--- src/rtl/instruction_fetch_unit_if.sv ---
// Fetch-unit bus bundle: instruction-memory request/response and the decode handshake.
// master = fetch unit side, slave = memory/decode side.
interface instruction_fetch_unit_if;
    logic        iMemRead;
    logic [31:0] iMemAddr;
    logic        iMemGrant;
    logic        iMemValid;
    logic [31:0] iMemRdata;
    logic        instrValid;
    logic [31:0] instruction;
    logic [31:0] instrPc;
    logic        instrReady;

    modport master (
        output iMemRead, iMemAddr, instrValid, instruction, instrPc,
        input  iMemGrant, iMemValid, iMemRdata, instrReady
    );

    modport slave (
        input  iMemRead, iMemAddr, instrValid, instruction, instrPc,
        output iMemGrant, iMemValid, iMemRdata, instrReady
    );
endinterface

--- src/rtl/instruction_fetch_unit.sv ---
// RV32I fetch stage: PC, single-outstanding instruction-memory reads, small FIFO to decode.
// Optional macro FETCH_MISALIGN_CHECK_EN: misaligned redirect raises sticky fetchFault and halts.
//
// state  | meaning
// IDLE   | just out of reset, one cycle before the first request
// REQ    | request pc when buffer has room, wait for grant
// WAIT   | one read outstanding, wait for its response
// HALTED | no further fetching, buffer drains, left only by reset
module instruction_fetch_unit #(
    parameter logic [31:0] RESET_PC  = 32'h0000_0000,
    parameter int          BUF_DEPTH = 2
) (
    input  logic                            clk,
    input  logic                            rst,
    instruction_fetch_unit_if.master        bus,
    input  logic                            redirectValid,
    input  logic [31:0]                     redirectPc,
    input  logic                            halt,
    output logic [1:0]                      fetchState,
    output logic                            fetchFault
);

    localparam int PW = $clog2(BUF_DEPTH);
    localparam int CW = PW + 1;
    localparam logic [CW-1:0] DEPTH_C = CW'(BUF_DEPTH);

    typedef enum logic [1:0] {
        IDLE   = 2'd0,
        REQ    = 2'd1,
        WAIT   = 2'd2,
        HALTED = 2'd3
    } state_t;

    state_t            state_q, state_d;
    logic [31:0]       pc_q, pc_d;
    logic [31:0]       req_pc_q, req_pc_d;
    logic              drop_q, drop_d;
    logic              halt_seen_q, halt_seen_d;
    logic              fault_q, fault_d;
    logic              rd_q, rd_d;
    logic [31:0]       addr_q, addr_d;
    logic [CW-1:0]     count_q, count_d;
    logic [PW-1:0]     rd_ptr_q, rd_ptr_d;
    logic [PW-1:0]     wr_ptr_q, wr_ptr_d;
    logic [31:0]       buf_data_q [BUF_DEPTH];
    logic [31:0]       buf_data_d [BUF_DEPTH];
    logic [31:0]       buf_pc_q   [BUF_DEPTH];
    logic [31:0]       buf_pc_d   [BUF_DEPTH];

    logic              grant;
    logic              push;
    logic              pop;
    logic              flush;
    logic              misaligned;
    logic [31:0]       redirect_target;

`ifdef FETCH_MISALIGN_CHECK_EN
    assign misaligned = (redirectPc[1:0] != 2'b00);
`else
    assign misaligned = 1'b0;
`endif
    assign redirect_target = redirectPc & ~32'h3;

    always_comb begin
        state_d     = state_q;
        pc_d        = pc_q;
        req_pc_d    = req_pc_q;
        drop_d      = drop_q;
        halt_seen_d = halt_seen_q | halt;
        fault_d     = fault_q;
        count_d     = count_q;
        rd_ptr_d    = rd_ptr_q;
        wr_ptr_d    = wr_ptr_q;
        buf_data_d  = buf_data_q;
        buf_pc_d    = buf_pc_q;
        grant       = rd_q & bus.iMemGrant;
        pop         = (count_q != '0) & bus.instrReady;
        push        = 1'b0;
        flush       = 1'b0;

        case (state_q)
            IDLE: state_d = halt_seen_d ? HALTED : REQ;
            REQ: begin
                if (grant) begin
                    req_pc_d = pc_q;
                    pc_d     = pc_q + 32'd4;
                    state_d  = WAIT;
                end else if (halt_seen_d) begin
                    state_d = HALTED;
                end
            end
            WAIT: begin
                if (bus.iMemValid) begin
                    push    = ~drop_q;
                    drop_d  = 1'b0;
                    state_d = halt_seen_d ? HALTED : REQ;
                end
            end
            default: ;
        endcase

        // Redirect overrides any push/pop decided above; the in-flight read becomes stale.
        if (redirectValid && state_q != HALTED) begin
            flush = 1'b1;
            push  = 1'b0;
            if (misaligned) begin
                fault_d = 1'b1;
                state_d = HALTED;
            end else begin
                pc_d = redirect_target;
                if ((state_q == REQ && grant) || (state_q == WAIT && !bus.iMemValid))
                    drop_d = 1'b1;
            end
        end

        if (flush) begin
            count_d  = '0;
            rd_ptr_d = '0;
            wr_ptr_d = '0;
        end else begin
            if (push) begin
                buf_data_d[wr_ptr_q] = bus.iMemRdata;
                buf_pc_d[wr_ptr_q]   = req_pc_q;
                wr_ptr_d             = wr_ptr_q + PW'(1);
            end
            if (pop)
                rd_ptr_d = rd_ptr_q + PW'(1);
            case ({push, pop})
                2'b10:   count_d = count_q + CW'(1);
                2'b01:   count_d = count_q - CW'(1);
                default: ;
            endcase
        end

        rd_d   = (state_d == REQ) && (count_d < DEPTH_C) && !halt_seen_d;
        addr_d = pc_d;
    end

    always_ff @(posedge clk or negedge rst) begin
        if (!rst) begin
            state_q     <= IDLE;
            pc_q        <= RESET_PC;
            req_pc_q    <= '0;
            drop_q      <= 1'b0;
            halt_seen_q <= 1'b0;
            fault_q     <= 1'b0;
            rd_q        <= 1'b0;
            addr_q      <= '0;
            count_q     <= '0;
            rd_ptr_q    <= '0;
            wr_ptr_q    <= '0;
            buf_data_q  <= '{default: '0};
            buf_pc_q    <= '{default: '0};
        end else begin
            state_q     <= state_d;
            pc_q        <= pc_d;
            req_pc_q    <= req_pc_d;
            drop_q      <= drop_d;
            halt_seen_q <= halt_seen_d;
            fault_q     <= fault_d;
            rd_q        <= rd_d;
            addr_q      <= addr_d;
            count_q     <= count_d;
            rd_ptr_q    <= rd_ptr_d;
            wr_ptr_q    <= wr_ptr_d;
            buf_data_q  <= buf_data_d;
            buf_pc_q    <= buf_pc_d;
        end
    end

    assign bus.iMemRead    = rd_q;
    assign bus.iMemAddr    = addr_q;
    assign bus.instrValid  = (count_q != '0);
    assign bus.instruction = buf_data_q[rd_ptr_q];
    assign bus.instrPc     = buf_pc_q[rd_ptr_q];
    assign fetchState      = state_q;
    assign fetchFault      = fault_q;

endmodule

--- src/flat_wrapper.sv ---
// flat-port wrapper written by rule: the top's interface ports become plain ports
module instruction_fetch_unit_flat 
#(
    parameter logic [31:0] RESET_PC  = 32'h0000_0000,
    parameter int          BUF_DEPTH = 2
)
  (clk, rst, redirectValid, redirectPc, halt, fetchState, fetchFault, bus_iMemRead, bus_iMemAddr, bus_instrValid, bus_instruction, bus_instrPc, bus_iMemGrant, bus_iMemValid, bus_iMemRdata, bus_instrReady);
  instruction_fetch_unit_if bus_i ();
  input  logic clk;
  input  logic rst;
  input  logic redirectValid;
  input  logic [31:0] redirectPc;
  input  logic halt;
  output logic [1:0] fetchState;
  output logic fetchFault;
  output wire logic [$bits(bus_i.iMemRead)-1:0] bus_iMemRead;
  output wire logic [$bits(bus_i.iMemAddr)-1:0] bus_iMemAddr;
  output wire logic [$bits(bus_i.instrValid)-1:0] bus_instrValid;
  output wire logic [$bits(bus_i.instruction)-1:0] bus_instruction;
  output wire logic [$bits(bus_i.instrPc)-1:0] bus_instrPc;
  input wire logic [$bits(bus_i.iMemGrant)-1:0] bus_iMemGrant;
  input wire logic [$bits(bus_i.iMemValid)-1:0] bus_iMemValid;
  input wire logic [$bits(bus_i.iMemRdata)-1:0] bus_iMemRdata;
  input wire logic [$bits(bus_i.instrReady)-1:0] bus_instrReady;
  assign bus_iMemRead = bus_i.iMemRead;
  assign bus_iMemAddr = bus_i.iMemAddr;
  assign bus_instrValid = bus_i.instrValid;
  assign bus_instruction = bus_i.instruction;
  assign bus_instrPc = bus_i.instrPc;
  assign bus_i.iMemGrant = bus_iMemGrant;
  assign bus_i.iMemValid = bus_iMemValid;
  assign bus_i.iMemRdata = bus_iMemRdata;
  assign bus_i.instrReady = bus_instrReady;
  instruction_fetch_unit #(.RESET_PC(RESET_PC), .BUF_DEPTH(BUF_DEPTH)) u_core (.clk(clk), .rst(rst), .bus(bus_i), .redirectValid(redirectValid), .redirectPc(redirectPc), .halt(halt), .fetchState(fetchState), .fetchFault(fetchFault));
endmodule
--- config.mk ---
export PLATFORM = sky130hd
export DESIGN_NAME = instruction_fetch_unit_flat
export DESIGN_NICKNAME = d
export VERILOG_FILES = /design/src/rtl/instruction_fetch_unit_if.sv /design/src/rtl/instruction_fetch_unit.sv /design/src/flat_wrapper.sv
export SDC_FILE = /design/constraint.sdc
export NUM_CORES = 1
export LEC_CHECK = 0
export CELL_PAD_IN_SITES_DETAIL_PLACEMENT = 0
export CELL_PAD_IN_SITES_GLOBAL_PLACEMENT = 2
export CORE_ASPECT_RATIO = 0.6
export CORE_MARGIN = 2
export CORE_UTILIZATION = 37
export CTS_CLUSTER_SIZE = 16
export DETAILED_ROUTE_END_ITERATION = 8
export PLACE_DENSITY_LB_ADDON = 0.1
export SLEW_MARGIN = 25
export SYNTH_ARGS = -nofsm -noshare
export SYNTH_HDL_FRONTEND = slang
export SYNTH_SLANG_ARGS = --single-unit
--- constraint.sdc ---
create_clock -name clk -period 6.1 [get_ports clk]
set_input_delay 1.525 -clock clk [delete_from_list [all_inputs] [get_ports clk]]
set_output_delay 1.525 -clock clk [all_outputs]
set_load 0.05 [all_outputs]
==> impl_metrics.tcl, run 1 <==
set metrics [dict create \
    status "finished, final reports clean" \
    setup_viol 0 \
    grt_pass1_vias 6479 \
    drtIter0Drc 250 \
    num_antenna_cells 0 \
    synth_largest_area_cell "dfrtp_1" \
    post-route-util 0.484 \
    ys.flop_type "dfrtp_1" \
    hold_buffers 0 \
    drc_errors 0 \
    vias 6162 \
    via_per_inst 5.12 \
    ys_seq_area_frac 0.551 \
    wirelength_mm 22.1 \
    yosysWarningCount 0 \
    synthCells 727 \
    critPathCaptureType "output pin" \
    clockRootBuffer "clkbuf_16" \
    p_per_area_nw_per_um2 239 \
    grt_pass1_wl_mm 34.5 \
    worstPathCellList "buf_4, mux2_2, clkdlybuf4s50_1" \
    leakage_uw 0.00522 \
    worstPathRequired_ps 4580 \
    placed_cells 1171 \
    slew_violations 0 \
    fmax_mhz 227 \
    ff2ff_path_depth 4 \
    worst_pin_slew_ps 1030 \
    post-route-period-util 0.723 \
    synth_area_sq_um 8770 \
    clockBufferDepth 2 \
    maxSlewHeadroom 0.315 \
    finalHoldViolCount 0 \
    yosysMostFrequentCell "dfrtp_1" \
    synth_edf_count 0 \
    synth_commonest_cells "193 x dfrtp_1, 186 x mux2_2, 110 x nand2_1" \
    yosysTopAreaCellShare 0.551 \
    place_hpwl_mm 14.8 \
    drive_gt1_frac 0.269 \
    numClockSinks 193 \
    cpPeakStageDelay_ps 870 \
    max_cap_viol_count 0 \
    place_ws_ps 1760 \
    ioPinCount 172 \
    synthTopCellsByArea "dfrtp_1 55%, mux2_2 24%, nand2_1 4.7%" \
    grtUsageTotal 0.180 \
    route.antenna.remaining_nets 0 \
    synth-async-reset-ratio 1.00 \
    first_pass_iters 4 \
    die-area_sq_um 25000 \
    clk_pin_slew_ps 70 \
    synth_seq_cells 193 \
    area_delta_synth_final_pct 28.1 \
    port_buffers 164 \
    min_delay_path_depth 1 \
    die_w_um 203 \
    antenna_found_initial 0 \
    grt_max_degree 107 \
    nets 949 \
    finalNonFillerCells 1203 \
    synth_cell_types 42 \
    overflow 0 \
    setup_ws_ps 1690 \
    avgRoutedWirePerCell_um 18.3 \
    fin_crit_ps 4410 \
    post-cts-setup-buffers 0 \
    gp_congestion 0.769 \
    fin_setup_tns_ps 0 \
    clock_latency_ps 440 \
    skew_ps 9.97 \
    avgSynthCellArea_sq_um 12.1 \
    ir_drop_mv 0.222 \
    min-delay-path-class "reg -> reg" \
    cp_num_buf_inv 2 \
    cts.repair.resized 0 \
    start_kind "flip-flop" \
    h-tree-depth 4 \
    cp_top_family "buffers and inverters" \
    cp_max_fo 26 \
    hold_slack_ps 464 \
    cts_tree "yes" \
    initial_core_util 0.378 \
    rsz0062_at_grt "no" \
    path_depth 3 \
    crit_arrival_ps 2880 \
    die_h_um 123 \
    coreArea_sq_um 23200 \
    slowest_stage "dfrtp_2" \
    cts_inserted_buffers 17 \
    rows 43 \
    critical_path_class "reg -> out" \
]
==> worst register-to-register path, cell delays in order, from the launching register on <==
cell	delay, ps
dfrtp_1	560
nand3b_1	170
nor3_1	670
nand2b_4	710
mux2_2	590
==> stage by stage <==
stage	cell area (sq um)	power, uW
final	11200	2690
after detailed placement	10700	1680
after floorplan	8780	1520
after global routing	11200	2800
after CTS	11200	2730
after global placement	10700	1680
==> per-layer routing <==
layer | GRT usage | vias up | wire [um]
li1 | - | 2878 | -
met1 | 0.241 | 3153 | 10200
met2 | 0.295 | 114 | 10700
met3 | 0.0377 | 17 | 921
met4 | 0.0607 | 0 | 261
met5 | 0 | - | 0
==> flip-flops by register name, summed over array words and instances (netlist names), 2 cells and up <==
name / flops
u_core.req_pc_q: 30
u_core.buf_pc_q: 60
u_core.pc_q: 30
u_core.count_q: 2
u_core.fetchState: 2
u_core.buf_data_q: 64
==> layout make-up <==
cell class | count | area [sq um]
fillers | 2071 | 12000
flip-flops and latches | 193 | 4830
multi-input cells | 481 | 3730
repair buffers | 171 | 1700
clock buffers | 18 | 429
well taps | 315 | 394
clock inverters | 14 | 108
inverters | 11 | 41.3
==> cells in the final DEF, fill, tap and decap left out, types with 3 or more instances in the layout <==
cell and count:
dfrtp_1 192, mux2_2 186, clkdlybuf4s50_1 163, nand2_1 109
nor2_1 23, o21ai_0 18, a31oi_1 17, nand3_1 17
clkbuf_16 17, o31ai_1 16, or4_1 15, inv_1 11
xnor2_1 10, nor3_1 8, nand4_1 8, buf_4 7
nor4_1 6, conb_1 5, a21oi_1 4, a22oi_1 4
and3_1 4, clkinv_4 4, inv_6 4, or3_1 3
xor2_1 3, ha_1 3, clkinv_2 3, clkinvlp_4 3
==> cell families (layout without fill, tap and decap cells) <==
| logic type | after synthesis | after routing | synth area share |
|---|---|---|---|
| simple gates | 208 | 208 | 0.115 |
| flops | 193 | 193 | 0.551 |
| mux | 186 | 186 | 0.239 |
| compound gates | 66 | 66 | 0.0490 |
| buf+inv | 57 | 214 | 0.0284 |
| xor+xnor | 13 | 13 | 0.0130 |
| fa+ha+maj | 3 | 3 | 0.00428 |
| other cells | 1 | 5 | 0.000428 |
==> final timing paths <==
path | startpoint | endpoint | slack [ps]
max | u_core.rd_ptr_q$_DFFE_PN0P_ | bus_instrPc[15] | 1690
min | u_core.halt_seen_q$_DFF_PN0_ | u_core.halt_seen_q$_DFF_PN0_ | 460
max reg2reg | u_core.fetchState[1]$_DFF_PN0_ | u_core.buf_data_q[40]$_DFFE_PN0P_ | 3280
min reg2reg | u_core.halt_seen_q$_DFF_PN0_ | u_core.halt_seen_q$_DFF_PN0_ | 460
max in group asynchronous | rst | u_core.buf_data_q[0]$_DFFE_PN0P_ | 3760
min in group asynchronous | rst | u_core.halt_seen_q$_DFF_PN0_ | 1180
==> where the power goes <==
group / switching (uW) / internal [uW] / leakage [uW] / total, uW
Clock: 506 / 527 / 0.000257 / 1030
Combinational: 176 / 109 / 0.00236 / 285
Sequential: 60.6 / 1310 / 0.00261 / 1370
(Power assumes the default switching activity.)
==> run 2: changes to the inputs <==
--- a/config.mk
+++ b/config.mk
@@ -9,7 +9,7 @@
 export CELL_PAD_IN_SITES_GLOBAL_PLACEMENT = 2
 export CORE_ASPECT_RATIO = 0.6
 export CORE_MARGIN = 2
-export CORE_UTILIZATION = 37
+export CORE_UTILIZATION = 34
 export CTS_CLUSTER_SIZE = 16
 export DETAILED_ROUTE_END_ITERATION = 8
 export PLACE_DENSITY_LB_ADDON = 0.1
==> constraint.sdc (replaced) <==
create_clock -name clk -period 4.1 [get_ports clk]
set_input_delay 1.025 -clock clk [delete_from_list [all_inputs] [get_ports clk]]
set_output_delay 1.025 -clock clk [all_outputs]
set_load 0.05 [all_outputs]
==> impl_metrics.tcl, run 2 (synthesis gave the netlist of run 1 again) <==
set metrics [dict create \
    clk_pin_slew_ps 70 \
    fmax_mhz 279 \
    finalNonFillerCells 1223 \
    worst_pin_slew_ps 726 \
    avgRoutedWirePerCell_um 18.2 \
    critical_path_class "reg -> out" \
    clock_latency_ps 440 \
    die_w_um 211 \
    post-route-util 0.453 \
    rsz0062_at_grt "no" \
    min-delay-path-class "in -> async" \
    largestRegisters "u_core.buf_data_q (64), u_core.buf_pc_q (60)" \
    fin_crit_ps 3580 \
    skew_ps 11.2 \
    via_per_inst 5.02 \
    finalHoldViolCount 0 \
    num_antenna_cells 0 \
    die-area_sq_um 27100 \
    first_pass_iters 4 \
    place_ws_ps 846 \
    dr_wl_met2_mm 10.4 \
    maxSlewHeadroom 0.512 \
    p_per_area_nw_per_um2 376 \
    drive_gt1_frac 0.275 \
    setup_viol 0 \
    grt_max_degree 123 \
    wl_met3_mm 1.03 \
    port_buffers 164 \
    place_hpwl_mm 15.4 \
    grt_pass1_wl_mm 36.4 \
    cts_tree "yes" \
    nets 955 \
    h-tree-depth 4 \
    drtIter0Drc 305 \
    cts_inserted_buffers 17 \
    largest_register "u_core.buf_data_q" \
    power_uw 4320 \
    worstPathRequired_ps 3070 \
    fin_setup_tns_ps 0 \
    area_delta_synth_final_pct 31.0 \
    cts.repair.resized 0 \
    initial_core_util 0.346 \
    start_kind "flip-flop" \
    coreArea_sq_um 25300 \
    vias 6135 \
    hold_buffers 0 \
    rows 45 \
    max_cap_viol_count 0 \
    drc_errors 0 \
    placed_cells 1190 \
    post-cts-setup-buffers 0 \
    numClockSinks 193 \
    largest_register_ffs 64 \
    route.antenna.remaining_nets 0 \
    overflow 0 \
    cp_max_fo 50 \
    clockBufferDepth 2 \
    clockRootBuffer "clkbuf_16" \
    post-route-period-util 0.873 \
    ir_drop_mv 0.225 \
    gp_congestion 0.769 \
    final_common_cell "dfrtp_1" \
    leakage_uw 0.00534 \
    dr.max_layer_used "met4" \
    crit_arrival_ps 2560 \
    ff2ff_path_depth 5 \
    slew_violations 0 \
    antenna_found_initial 0 \
    setup_ws_ps 519 \
    die_h_um 128 \
    status "finished, final reports clean" \
    critPathCaptureType "output pin" \
    wirelength_met1_mm 10.4 \
    grt_pass1_vias 6729 \
    wirelength_mm 22.3 \
    grtUsageTotal 0.174 \
    ioPinCount 172 \
    layout_common_cells "192 x dfrtp_1, 186 x mux2_2, 163 x clkdlybuf4s50_1" \
]
run 2: cell count changes in the layout (fill, tap and decap cells not counted), sizes merged:
cell | before | now
clkinvlp | 3 | 2
bufinv | 0 | 5
inv | 15 | 12
clkinv | 7 | 5
buf | 7 | 14
run 2: routing by layer:
| layer | vias up | global-route usage |
|---|---|---|
| li1 | 2885 | - |
| met2 | 114 | 0.282 |
| met5 | - | 0 |
| met4 | 0 | 0.0584 |
| met1 | 3107 | 0.230 |
| met3 | 29 | 0.0434 |
run 2: layout make-up:
class,instances,area (sq um)
Clock buffer,19,453
Clock inverter,13,206
Fill cell,2322,13900
Inverter,11,41.3
Multi-Input combinational cell,481,3730
Sequential cell,193,4830
Tap cell,329,412
Timing Repair Buffer,177,1810
run 2: path summary, 6_finish.rpt:
kind                                         startpoint                               to  slack, ps
max                         u_core.rd_ptr_q$_DFFE_PN0P_                  bus_instrPc[15]        520
min                                                 rst   u_core.fetchState[1]$_DFF_PN0_        440
max reg2reg                  u_core.pc_q[2]$_DFFE_PN0P_      u_core.pc_q[26]$_DFFE_PN0P_       1670
min reg2reg                u_core.halt_seen_q$_DFF_PN0_     u_core.halt_seen_q$_DFF_PN0_        460
max in group asynchronous                           rst  u_core.req_pc_q[16]$_DFFE_PN0P_       2900
min in group clk           u_core.halt_seen_q$_DFF_PN0_     u_core.halt_seen_q$_DFF_PN0_        460
run 2: worst max-delay path, cell delays in order, from the launching register on:
cell	delay (ps)
dfrtp_2	600
buf_12	330
mux2_2	380
clkdlybuf4s50_1	740
run 2: stage by stage:
step / hold slack, ps / cell area (sq um)
4_1_cts: 465 / 11500
5_1_grt: 450 / 11500
6_report: 442 / 11500
3_5_place_dp: 444 / 10800
2_1_floorplan: 424 / 8780
3_3_place_gp: 441 / 10800
run 2: power by group:
group	leakage (uW)	switching (uW)	internal [uW]
logic	0.00241	263	167
clock network	0.000319	739	1120
registers	0.00261	89.0	1950
